**config.mk**
```make
export PLATFORM = sky130hd
export DESIGN_NAME = timer_irq_dev
export DESIGN_NICKNAME = d
export VERILOG_FILES = /design/src/rtl/timer_irq_dev_pkg.sv /design/src/rtl/timer_irq_dev_prescaler.sv /design/src/rtl/timer_irq_dev.sv
export SDC_FILE = /design/constraint.sdc
export NUM_CORES = 1
export LEC_CHECK = 0
export ABC_AREA = 1
export BUFFER_PORTS_ARGS = -buffer_cell sky130_fd_sc_hd__buf_2
export CAP_MARGIN = 20
export CORE_MARGIN = 1.5
export CORE_UTILIZATION = 35
export CTS_BUF_LIST = sky130_fd_sc_hd__clkbuf_4 sky130_fd_sc_hd__clkbuf_8
export DETAILED_ROUTE_END_ITERATION = 12
export PLACE_DENSITY = 0.59
export SKIP_CTS_REPAIR_TIMING = 1
export SYNTH_ARGS = -nofsm -noshare
export SYNTH_HDL_FRONTEND = slang
export SYNTH_SLANG_ARGS = --single-unit
```
**constraint.sdc**
```tcl
create_clock -name clk_i -period 7.6 [get_ports clk_i]
set_input_delay 1.14 -clock clk_i [delete_from_list [all_inputs] [get_ports clk_i]]
set_output_delay 1.14 -clock clk_i [all_outputs]
set_load 0.02 [all_outputs]
```
**src/rtl/timer_irq_dev_pkg.sv**
```systemverilog
// Shared definitions for the countdown timer: register map, CTRL layout, modes,
// FSM encoding and the CP0 hardware interrupt line the timer drives.
package timer_irq_dev_pkg;

    // Word offsets (bus address bits [3:2])
    localparam logic [1:0] AddrCtrl   = 2'd0;
    localparam logic [1:0] AddrPreset = 2'd1;
    localparam logic [1:0] AddrCount  = 2'd2;
    localparam logic [1:0] AddrPresc  = 2'd3;

    // CTRL bit positions
    localparam int unsigned CtrlEnBit   = 0;
    localparam int unsigned CtrlModeLsb = 1;
    localparam int unsigned CtrlModeMsb = 2;
    localparam int unsigned CtrlImBit   = 3;
    localparam int unsigned CtrlPendBit = 4;

    // MODE encodings; the reserved 1x codes behave as one-shot
    localparam logic [1:0] ModeOneShot = 2'b00;
    localparam logic [1:0] ModeReload  = 2'b01;

    // CP0 HWInt line fed by this timer
    localparam int unsigned HwIntTimer = 2;

    typedef enum logic [1:0] {
        StIdle = 2'd0,
        StLoad = 2'd1,
        StCnt  = 2'd2
    } state_e;

    // Assemble the CTRL read value; undefined bits read as zero
    function automatic logic [31:0] pack_ctrl(input logic en, input logic [1:0] mode,
                                              input logic im, input logic pend);
        pack_ctrl = {27'b0, pend, im, mode, en};
    endfunction

endpackage

```
**src/rtl/timer_irq_dev_prescaler.sv**
```systemverilog
// Prescale counter: raises tick every PRESC+1 clocks while not held clear.
module timer_prescaler #(
    parameter int unsigned PRESC_W = 8
) (
    input  logic               clk_i,
    input  logic               rst_i,
    input  logic               clr_i,
    input  logic [PRESC_W-1:0] presc_i,
    output logic               tick_o
);

    localparam logic [PRESC_W-1:0] CtrOne = PRESC_W'(1);

    logic [PRESC_W-1:0] ctr_q, ctr_d;

    assign tick_o = (ctr_q == presc_i);

    // Wrap on tick; a shrunken PRESC below ctr lets ctr run on to natural 2^PRESC_W wrap
    always_comb begin
        ctr_d = ctr_q + CtrOne;
        if (clr_i || tick_o) begin
            ctr_d = '0;
        end
    end

    // Prescale counter state
    always_ff @(posedge clk_i or posedge rst_i) begin
        if (rst_i) begin
            ctr_q <= '0;
        end else begin
            ctr_q <= ctr_d;
        end
    end

endmodule

```
**src/rtl/timer_irq_dev.sv**
```systemverilog
// Memory-mapped countdown timer with one-shot/auto-reload modes and a
// level interrupt (PEND & IM, registered) for CP0 HWInt[2].
module timer_irq_dev
    import timer_irq_dev_pkg::*;
#(
    parameter int unsigned CNT_W   = 32,
    parameter int unsigned PRESC_W = 8
) (
    input  logic        clk_i,
    input  logic        rst_i,
    input  logic        cs_i,
    input  logic [1:0]  addr_i,
    input  logic        we_i,
    input  logic [31:0] wdata_i,
    output logic [31:0] rdata_o,
    output logic        irq_o
);

    localparam logic [CNT_W-1:0] CntOne = CNT_W'(1);

    state_e             state_q;
    logic               en_q, im_q, pend_q, irq_q;
    logic [1:0]         mode_q;
    logic [CNT_W-1:0]   preset_q, count_q;
    logic [PRESC_W-1:0] presc_q;

    logic ctrl_wr, preset_wr, presc_wr, wr_en, tick;

    assign ctrl_wr   = cs_i && we_i && (addr_i == AddrCtrl);
    assign preset_wr = cs_i && we_i && (addr_i == AddrPreset);
    assign presc_wr  = cs_i && we_i && (addr_i == AddrPresc);
    assign wr_en     = wdata_i[CtrlEnBit];

    timer_prescaler #(
        .PRESC_W (PRESC_W)
    ) u_prescaler (
        .clk_i   (clk_i),
        .rst_i   (rst_i),
        .clr_i   (state_q != StCnt),
        .presc_i (presc_q),
        .tick_o  (tick)
    );

    // Registers, FSM and COUNT datapath; later assignments take priority
    // (terminal-count PEND set beats a same-cycle W1C, one-shot EN clear beats the write)
    always_ff @(posedge clk_i or posedge rst_i) begin
        if (rst_i) begin
            state_q  <= StIdle;
            en_q     <= 1'b0;
            mode_q   <= ModeOneShot;
            im_q     <= 1'b0;
            pend_q   <= 1'b0;
            irq_q    <= 1'b0;
            preset_q <= '0;
            count_q  <= '0;
            presc_q  <= '0;
        end else begin
            irq_q <= pend_q & im_q;
            if (ctrl_wr) begin
                en_q   <= wr_en;
                mode_q <= wdata_i[CtrlModeMsb:CtrlModeLsb];
                im_q   <= wdata_i[CtrlImBit];
                if (wdata_i[CtrlPendBit]) begin
                    pend_q <= 1'b0;
                end
            end
            if (preset_wr) begin
                preset_q <= wdata_i[CNT_W-1:0];
            end
            if (presc_wr) begin
                presc_q <= wdata_i[PRESC_W-1:0];
            end
            unique case (state_q)
                StIdle: begin
                    if (ctrl_wr && wr_en) begin
                        state_q <= StLoad;
                    end
                end
                StLoad: begin
                    if (ctrl_wr && !wr_en) begin
                        state_q <= StIdle;
                    end else begin
                        count_q <= preset_q;
                        state_q <= StCnt;
                    end
                end
                StCnt: begin
                    if (ctrl_wr && !wr_en) begin
                        state_q <= StIdle;
                    end else if (tick) begin
                        if (count_q != '0) begin
                            count_q <= count_q - CntOne;
                        end else begin
                            pend_q <= 1'b1;
                            if (mode_q == ModeReload) begin
                                state_q <= StLoad;
                            end else begin
                                en_q    <= 1'b0;
                                state_q <= StIdle;
                            end
                        end
                    end
                end
                default: state_q <= StIdle;
            endcase
        end
    end

    // Combinational read mux; deselected bus reads zero
    always_comb begin
        rdata_o = '0;
        if (cs_i) begin
            unique case (addr_i)
                AddrCtrl:   rdata_o = pack_ctrl(en_q, mode_q, im_q, pend_q);
                AddrPreset: rdata_o = 32'(preset_q);
                AddrCount:  rdata_o = 32'(count_q);
                AddrPresc:  rdata_o = 32'(presc_q);
                default:    rdata_o = '0;
            endcase
        end
    end

    assign irq_o = irq_q;

endmodule

```
==> summary.txt, run 1 <==
Drt
  – Routed wire per std cell: 14.0 um
  – Routed Antenna Nets: 0
  – Pre-Repair DR Iteration Count: 5
  – Number of DRC markers in iteration 0: 326
  – Post-route DRC violation count: 0
  – Via count: 5,118
  – Via/cell ratio: 4.88
  – Final WL: 14.7 mm

Hold path
  – Hold_sp: im_q$_DFFE_PP0N_
  – Hold crit path type: reg -> reg

Floorplan
  – Rows: 45
  – Top-level port count: 71
  – Width of the die: 127 um
  – Die footprint: 16,200 um2
  – Initial Utilization: 0.357
  – Die Ht: 127 um
  – Core area: 15,100 um2

GRT
  – Initial antenna violation count: 0
  – Global-route wire length before repair: 24.9 mm
  – Global-route total usage across every layer: 0.193
  – Largest net degree at the start of global routing: 57
  – Vias in the first global route: 4,844
  – Grt ovf: 0

Final layout
  – Most frequent cells in the layout: nand2_1, nor2_1, inv_1
  – Most common cell after layout, fill and taps aside: nand2_1
  – Fraction of layout cells with a size suffix above 1: 0.154
  – Area grow syn2layout: 14.1%
  – Post-layout util: 0.408
  – Final net count: 896
  – Antenna diodes: 0

Synthesis
  – Compound-Gate Fraction of Synth Area: 0.121
  – Adder-cell share of the synthesized area: 0.00463
  – Mux share of post-synthesis cell area: 0.0167
  – Syn_nets: 838
  – Simple-gate share of the synthesized area: 0.351
  – Cells after Synth: 798
  – Yosys Warn Count: 0
  – Top FF cell, synth: dfrtp_1
  – Seq/Total Area, Yosys: 0.407
  – Ys async rst share: 1.00
  – Avg Inst Size Synth: 6.78 um2
  – Post-synthesis xor/xnor area fraction: 0.00971
  – Cell variety after synth: 38
  – EDFF count, synth: 0
  – Combinational family with the most area after synthesis: simple AND/OR/NAND/NOR gates
  – Seq cells post-synth: 88
  – Mapped cell area: 5410 um2

Run status
  – Outcome: completed

Power
  – Final Power: 2.11 mW
  – Peak VDD IR: 0.000112 V
  – PwrDens: 342 nW/um2
  – Leakage: 3.02 nW

Clock tree
  – Clock Sinks: 88
  – Clk Latency, worst-skew pair: 0.40 ns
  – CTS root buf: clkbuf_8
  – CTS tree: done
  – H-tree levels: 3
  – CTS max path bufs: 2
  – Clock transition at path regs: 0.11 ns
  – Num CTS Buffers: 9

Placement
  – Buffers on Ports: 70
  – HPWL Detailed: 10.5 mm
  – GP Congestion: 0.866

STA
  – Hold WS: 0.498 ns
  – Setup tns final: 0 ns
  – Finish-stage setup viols: 0
  – Minimum clock period: 3.57 ns
  – Final worst path period share: 0.469
  – Final hold vios: 0
  – RSZ-0062 raised after global routing: false
  – Worst Max-Slew Pin Slew: 0.960 ns
  – Fmax: 280 MHz
  – Clock Skew: 0.0179 ns
  – Rel. slew slack: 0.358
  – Final Slew Violations: 0

Flow run
  – Max cap viols: 0

Critical path
  – Critical Path End Type: primary output
  – Critical path data required time: 6.46 ns
  – WP data arrival: 2.43 ns
  – Startpoint types: input port
  – CP startpoint: addr_i[0]
  – Crit Path Max Fanout: 28
  – Reg-to-reg startpoint: state_q[0]$_DFFE_PP0P_
  – Crit Path Class: in -> out
  – Reg2Reg Setup Slack: 4.57 ns
==> synth_stat cells (2+ instances only) <==
cell type,count,area share
a31oi_1,8,0.0093
xor2_1,3,0.0049
inv_1,90,0.062
nand3_1,46,0.043
nor3b_1,2,0.0028
a21oi_1,49,0.045
buf_2,5,0.0046
clkbuf_1,17,0.012
nand2_2,8,0.0093
nand3_2,7,0.013
nor3_1,4,0.0037
dfrtp_1,88,0.41
o21ai_0,55,0.051
xnor2_1,3,0.0049
nand2_1,259,0.18
nor2_1,102,0.071
nor2_2,6,0.0069
mux2_2,8,0.017
buf_1,3,0.0021
o221ai_1,2,0.0032
inv_2,5,0.0035
nor2_4,3,0.0062
ha_1,2,0.0046
nand4_1,6,0.0069
a41oi_1,4,0.0065
==> worst max-delay path, stage by stage <==
cell	delay, ns
buf_2	0.11
inv_1	0.08
nand2_1	0.13
inv_2	0.42
nand2_1	0.10
a41oi_1	0.22
buf_2	0.21
==> power by group <==
part | switching, mW | internal [mW] | leakage, nW | total [mW]
clock | 0.191 | 0.189 | 0.107 | 0.380
combinational | 0.620 | 0.317 | 1.85 | 0.937
sequential | 0.179 | 0.613 | 1.06 | 0.792
==> worst paths after layout <==
check,to,cells after the start
worst min register to register,irq_o$_DFF_PP0_,2
worst max-delay path,rdata_o[0],7
max in group asynchronous,count_q[30]$_DFFE_PP0P_,3
worst max register to register,count_q[8]$_DFFE_PP0P_,10
min in group asynchronous,preset_q[12]$_DFFE_PP0P_,2
worst min-delay path,irq_o$_DFF_PP0_,2
==> metal layers <==
| metal | global-route usage | wire [um] |
|---|---|---|
| met5 | 0 | 0 |
| met4 | 0.0582 | 166 |
| met3 | 0.0327 | 486 |
| met2 | 0.292 | 6520 |
| met1 | 0.283 | 7510 |
==> layout make-up <==
type	instances	area (um2)
Fill cell	1626	8970
Multi-Input combinational cell	587	2730
Sequential cell	88	2200
Timing Repair Buffer	75	428
Inverter	95	358
Tap cell	188	235
Clock buffer	9	124
Clock inverter	7	101
==> kinds of logic (layout without fill, tap and decap cells) <==
kind of cell	count (synthesis)	count (layout)
and+or+nand+nor	449	449
buffers and inverters	123	186
AOI/OAI and AO/OA	122	122
DFF	88	88
muxes	8	8
xor gates and xnor gates	6	6
adders and majority gates	2	2
==> sequential cells by signal, indices dropped and copies added (netlist names) <==
name,cells
presc_q,8
im_q,1
pend_q,1
en_q,1
state_q,2
irq_o,1
count_q,32
preset_q,32
u_prescaler.ctr_q,8
mode_q,2
==> per-stage QoR <==
step,std cells,cell area (um2),setup slack (ns)
after detailed placement,1031,5890,3.96
after global placement,1031,5890,3.97
after floorplan,798,5410,4.18
final,1049,6170,4.03
after CTS,1047,6120,3.96
after global routing,1049,6170,3.85
(Power assumes the default switching activity.)
==> run 2, diff against run 1 <==
--- a/config.mk
+++ b/config.mk
@@ -5,7 +5,7 @@
 export SDC_FILE = /design/constraint.sdc
 export NUM_CORES = 1
 export LEC_CHECK = 0
-export ABC_AREA = 1
+export ABC_AREA = 0
 export BUFFER_PORTS_ARGS = -buffer_cell sky130_fd_sc_hd__buf_2
 export CAP_MARGIN = 20
 export CORE_MARGIN = 1.5
==> constraint.sdc (replaced) <==
create_clock -name clk_i -period 3.5 [get_ports clk_i]
set_input_delay 0.525 -clock clk_i [delete_from_list [all_inputs] [get_ports clk_i]]
set_output_delay 0.525 -clock clk_i [all_outputs]
set_load 0.02 [all_outputs]
==> summary.txt, run 2 <==
Drt
  – Post-route DRC violation count: 0
  – Pre-Repair DR Iteration Count: 7
  – Via/cell ratio: 5.58
  – Routed Antenna Nets: 0
  – Via count: 4,110
  – Final WL: 13.1 mm
  – Routed wire per std cell: 17.8 um
  – Number of DRC markers in iteration 0: 293

Clock tree
  – Clock Sinks: 88
  – Clock transition at path regs: 0.09 ns
  – H-tree levels: 3
  – Num CTS Buffers: 9
  – CTS max path bufs: 2
  – CTS tree: done
  – Clk Latency, worst-skew pair: 0.39 ns
  – CTS root buf: clkbuf_8

Final layout
  – Most frequent cells in the layout: dfrtp_1, buf_2, mux2_2
  – Antenna diodes: 0
  – Fraction of layout cells with a size suffix above 1: 0.297
  – Most common cell after layout, fill and taps aside: dfrtp_1
  – Finished Cell Area: 5670 um2
  – Fillers: 1,402
  – Area of the multi-input gates: 2520 um2
  – Final net count: 591
  – Largest regs: count_q (32), preset_q (32)
  – Post-layout util: 0.412
  – Area grow syn2layout: 15.7%
  – Sequential cell area: 2200 um2
  – Finished Layout Cells: 736

Synthesis
  – Ys async rst share: 1.00
  – Cells after Synth: 493
  – Ranking of synthesized cells by area: dfrtp_1, mux2_2, a22oi_1
  – Yosys Warn Count: 0
  – Syn_nets: 533
  – Yosys top cell area share: 0.449
  – Synth top cells by count: dfrtp_1, mux2_2, nor2_1, o21ai_0, a22oi_1
  – Cell variety after synth: 52
  – Avg Inst Size Synth: 9.94 um2
  – Mapped cell area: 4900 um2
  – Seq cells post-synth: 88
  – Seq/Total Area, Yosys: 0.449
  – EDFF count, synth: 0
  – Synth area leader: dfrtp_1
  – Top FF cell, synth: dfrtp_1
  – Count leader, synth: dfrtp_1

Run status
  – Outcome: completed

GRT
  – Initial antenna violation count: 0
  – Largest net degree at the start of global routing: 61
  – Global-route total usage across every layer: 0.187
  – Global-route wire length before repair: 21.4 mm
  – Grt ovf: 0
  – Vias in the first global route: 4,130

Power
  – Leakage: 2.41 nW
  – PwrDens: 713 nW/um2
  – Peak VDD IR: 0.000261 V
  – Final Power: 4.04 mW

Critical path
  – Crit Path Max Fanout: 23
  – Crit Path Class: reg -> reg
  – Critical path data required time: 3.78 ns
  – Reg2Reg Setup Slack: 0.58 ns
  – WP data arrival: 3.20 ns
  – Startpoint types: register
  – Reg2Reg Depth: 9
  – Reg-to-reg startpoint: count_q[0]$_DFFE_PP0P_
  – R2R Path End: count_q[23]$_DFFE_PP0P_
  – Critical Path End Type: register

STA
  – Final hold vios: 0
  – Worst Max-Slew Pin Slew: 0.967 ns
  – Setup WS post-layout: 0.581 ns
  – Setup tns final: 0 ns
  – Minimum clock period: 2.92 ns
  – Rel. slew slack: 0.355
  – Final worst path period share: 0.834
  – Fmax: 343 MHz
  – Finish-stage setup viols: 0
  – Clock Skew: 0.0109 ns
  – Final Slew Violations: 0
  – Hold WS: 0.223 ns
  – RSZ-0062 raised after global routing: false

Floorplan
  – Top-level port count: 71
  – Width of the die: 121 um
  – Die footprint: 14,700 um2
  – Die Ht: 121 um
  – Initial Utilization: 0.356
  – Core area: 13,800 um2
  – Rows: 43

Placement
  – GP Congestion: 0.857
  – Placed Area: 5420 um2
  – HPWL Detailed: 8.88 mm
  – Post-place setup slack: 0.588 ns
  – Placed Cells: 720
  – Buffers on Ports: 70

Flow run
  – Max cap viols: 0

Hold path
  – Hold crit path type: in -> async
==> run 2: area by class of cell <==
| class | instances | area share |
|---|---|---|
| multi-input combinational | 364 | 0.445 |
| clock inverter | 5 | 0.0183 |
| tap | 180 | 0.0397 |
| sequential | 88 | 0.388 |
| clock buffer | 11 | 0.0256 |
| timing repair buffer | 83 | 0.0790 |
| inverter | 5 | 0.00353 |
==> run 2: cells by family (layout without fill, tap and decap cells) <==
| kind of cell | after synthesis | in the layout | synth area share |
|---|---|---|---|
| multiplexers | 52 | 52 | 0.131 |
| AND/OR/NAND/NOR | 162 | 162 | 0.180 |
| buffers and inverters | 41 | 104 | 0.0368 |
| AO/OA/AOI/OAI | 134 | 134 | 0.173 |
| adder cells (fa/ha/maj) | 2 | 2 | 0.00511 |
| flip-flops | 88 | 88 | 0.449 |
| XOR/XNOR | 14 | 14 | 0.0250 |
==> run 2: worst max-delay path by stage <==
stage	startpoint	to	slack, ns	cells past startpoint
6_report	count_q[0]$_DFFE_PP0P_	count_q[23]$_DFFE_PP0P_	0.58	9
5_1_grt	count_q[0]$_DFFE_PP0P_	count_q[23]$_DFFE_PP0P_	0.34	9
4_1_cts	count_q[0]$_DFFE_PP0P_	count_q[23]$_DFFE_PP0P_	0.57	9
3_5_place_dp	count_q[0]$_DFFE_PP0P_	count_q[23]$_DFFE_PP0P_	0.59	9
3_3_place_gp	count_q[0]$_DFFE_PP0P_	count_q[23]$_DFFE_PP0P_	0.66	9
2_1_floorplan	rst_i	count_q[0]$_DFFE_PP0P_	0.70	1
==> run 2: where the power goes <==
| group | switching (mW) | total, mW | internal, mW |
|---|---|---|---|
| sequential | 0.386 | 1.71 | 1.33 |
| combinational | 0.824 | 1.44 | 0.615 |
| clock | 0.393 | 0.895 | 0.502 |
==> run 2: per-layer routing <==
| layer | part of all wire | vias up | wire [um] | global-route usage |
|---|---|---|---|---|
| met5 | 0 | - | 0 | 0 |
| met4 | 0.024 | 0 | 308 | 0.0824 |
| met3 | 0.048 | 19 | 626 | 0.0324 |
| met2 | 0.47 | 127 | 6220 | 0.304 |
| met1 | 0.45 | 2048 | 5950 | 0.244 |
| li1 | - | 1916 | - | - |
==> run 2: critical path, stage by stage, from the launching register on <==
cell and delay [ns]:
dfrtp_1 0.40, inv_1 0.11, ha_1 0.19, nor3b_1 0.18, buf_4 0.17, nand4_2 0.24
or4_1 0.55, and3_1 0.53, o21a_1 0.25, o22a_1 0.19
==> run 3, diff against run 2 <==
--- a/config.mk
+++ b/config.mk
@@ -12,7 +12,7 @@
 export CORE_UTILIZATION = 35
 export CTS_BUF_LIST = sky130_fd_sc_hd__clkbuf_4 sky130_fd_sc_hd__clkbuf_8
 export DETAILED_ROUTE_END_ITERATION = 12
-export PLACE_DENSITY = 0.59
+export PLACE_DENSITY = 0.61
 export SKIP_CTS_REPAIR_TIMING = 1
 export SYNTH_ARGS = -nofsm -noshare
 export SYNTH_HDL_FRONTEND = slang
==> constraint.sdc (replaced) <==
create_clock -name clk_i -period 2.49 [get_ports clk_i]
set_input_delay 0.3735 -clock clk_i [delete_from_list [all_inputs] [get_ports clk_i]]
set_output_delay 0.3735 -clock clk_i [all_outputs]
set_load 0.02 [all_outputs]
==> summary.txt, run 3 (synthesis gave the netlist of run 2 again) <==
Drt
  – Number of DRC markers in iteration 0: 224
  – Post-route DRC violation count: 0
  – Via/cell ratio: 5.40
  – Routed wire per std cell: 17.1 um
  – Final WL: 13.1 mm
  – Via count: 4,134
  – Pre-Repair DR Iteration Count: 5
  – Routed Antenna Nets: 0

Floorplan
  – Initial Utilization: 0.356
  – Die Ht: 121 um
  – Width of the die: 121 um
  – Rows: 43
  – Top-level port count: 71
  – Core area: 13,800 um2
  – Die footprint: 14,700 um2

Final layout
  – Most frequent cells in the layout: dfrtp_1, buf_2, mux2_2
  – Finished Layout Cells: 765
  – Area grow syn2layout: 20.0%
  – Fraction of layout cells with a size suffix above 1: 0.335
  – Most common cell after layout, fill and taps aside: dfrtp_1
  – Largest regs: count_q (32), preset_q (32)
  – Final net count: 621
  – Post-layout util: 0.427
  – Antenna diodes: 0

Critical path
  – Reg-to-reg startpoint: count_q[28]$_DFFE_PP0P_
  – Critical path data required time: 2.76 ns
  – R2R Path End: count_q[9]$_DFFE_PP0P_
  – Reg2Reg Setup Slack: 0.05 ns
  – Critical Path End Type: register
  – Reg2Reg Depth: 7
  – Crit Path Class: reg -> reg
  – Crit Path Max Fanout: 12
  – WP data arrival: 2.71 ns
  – Startpoint types: register

GRT
  – Global-route total usage across every layer: 0.188
  – Grt ovf: 0
  – Largest net degree at the start of global routing: 42
  – Global-route wire length before repair: 21.5 mm
  – Vias in the first global route: 4,131
  – Initial antenna violation count: 0

Power
  – Peak VDD IR: 0.000335 V
  – Leakage: 2.53 nW
  – PwrDens: 959 nW/um2

Clock tree
  – Clk Latency, worst-skew pair: 0.38 ns
  – CTS max path bufs: 2
  – H-tree levels: 3
  – Num CTS Buffers: 9
  – Clock Sinks: 88
  – CTS root buf: clkbuf_8
  – Clock transition at path regs: 0.08 ns
  – CTS tree: done

STA
  – Worst Max-Slew Pin Slew: 0.605 ns
  – Final Slew Violations: 0
  – Setup tns final: 0 ns
  – Clock Skew: 0.00808 ns
  – RSZ-0062 raised after global routing: true
  – Minimum clock period: 2.44 ns
  – Rel. slew slack: 0.596
  – Final hold vios: 0
  – Finish-stage setup viols: 0
  – Final worst path period share: 0.982
  – Fmax: 409 MHz

Flow run
  – Max cap viols: 0

Hold path
  – Hold crit path type: in -> async

Placement
  – GP Congestion: 0.870
  – HPWL Detailed: 9.50 mm
  – Placed Cells: 750
  – Buffers on Ports: 70

Run status
  – Outcome: completed
==> run 3: cell count changes in the layout (fill, tap and decap cells not counted), sizes merged <==
cell      before  now
clkinv         3    0
bufinv         3    0
buf           83  113
clkinvlp       0    1
clkbuf        11   15
==> run 3: worst max-delay path by stage <==
stage                            start                 endpoint  slack [ns]  cells past startpoint
6_report       count_q[28]$_DFFE_PP0P_   count_q[9]$_DFFE_PP0P_        0.05                      7
5_1_grt        count_q[28]$_DFFE_PP0P_   count_q[9]$_DFFE_PP0P_       -0.03                      7
4_1_cts        count_q[28]$_DFFE_PP0P_   count_q[9]$_DFFE_PP0P_        0.05                      7
3_5_place_dp   count_q[28]$_DFFE_PP0P_   count_q[9]$_DFFE_PP0P_        0.07                      7
3_3_place_gp   count_q[28]$_DFFE_PP0P_  count_q[22]$_DFFE_PP0P_        0.13                      6
2_1_floorplan   count_q[0]$_DFFE_PP0P_  count_q[22]$_DFFE_PP0P_        0.11                      9
==> run 3: per-stage QoR <==
stage          instance area (um2)  worst slack (ns)  total power, mW  hold WS (ns)
2_1_floorplan                 4910             0.109             3.86         0.441
6_report                      5880            0.0455             5.64        0.0610
3_5_place_dp                  5680            0.0687             4.67         0.463
5_1_grt                       5880           -0.0338             6.05        0.0962
4_1_cts                       5860            0.0463             5.63        0.0752
3_3_place_gp                  5680             0.132             4.60         0.457
==> run 3: metal layers <==
layer,track usage,wire length (um),vias up
li1,-,-,1973
met1,0.252,6070,2059
met2,0.299,6290,81
met3,0.0376,511,21
met4,0.0743,247,0
met5,0,0,-
==> run 3: final cells by class <==
| type | count | area, um2 |
|---|---|---|
| Clock buffer | 15 | 181 |
| Tap cell | 180 | 225 |
| Timing Repair Buffer | 113 | 698 |
| Sequential cell | 88 | 2200 |
| Inverter | 5 | 22.5 |
| Fill cell | 1389 | 7890 |
| Multi-Input combinational cell | 364 | 2550 |
==> run 3: critical path, cell delays in order, from the launching register on <==
cell and delay [ns]:
dfrtp_1 0.39, or3_4 0.41, or4_4 0.45, or4_1 0.42, nand3_1 0.19, buf_4 0.21, a21oi_1 0.06, o22a_1 0.19
==> run 3: report_power, final <==
group          internal, mW  leakage (nW)  switching, mW
clock network         0.458        0.0975          0.489
registers              1.86          1.08          0.471
logic                  1.07          1.36           1.29
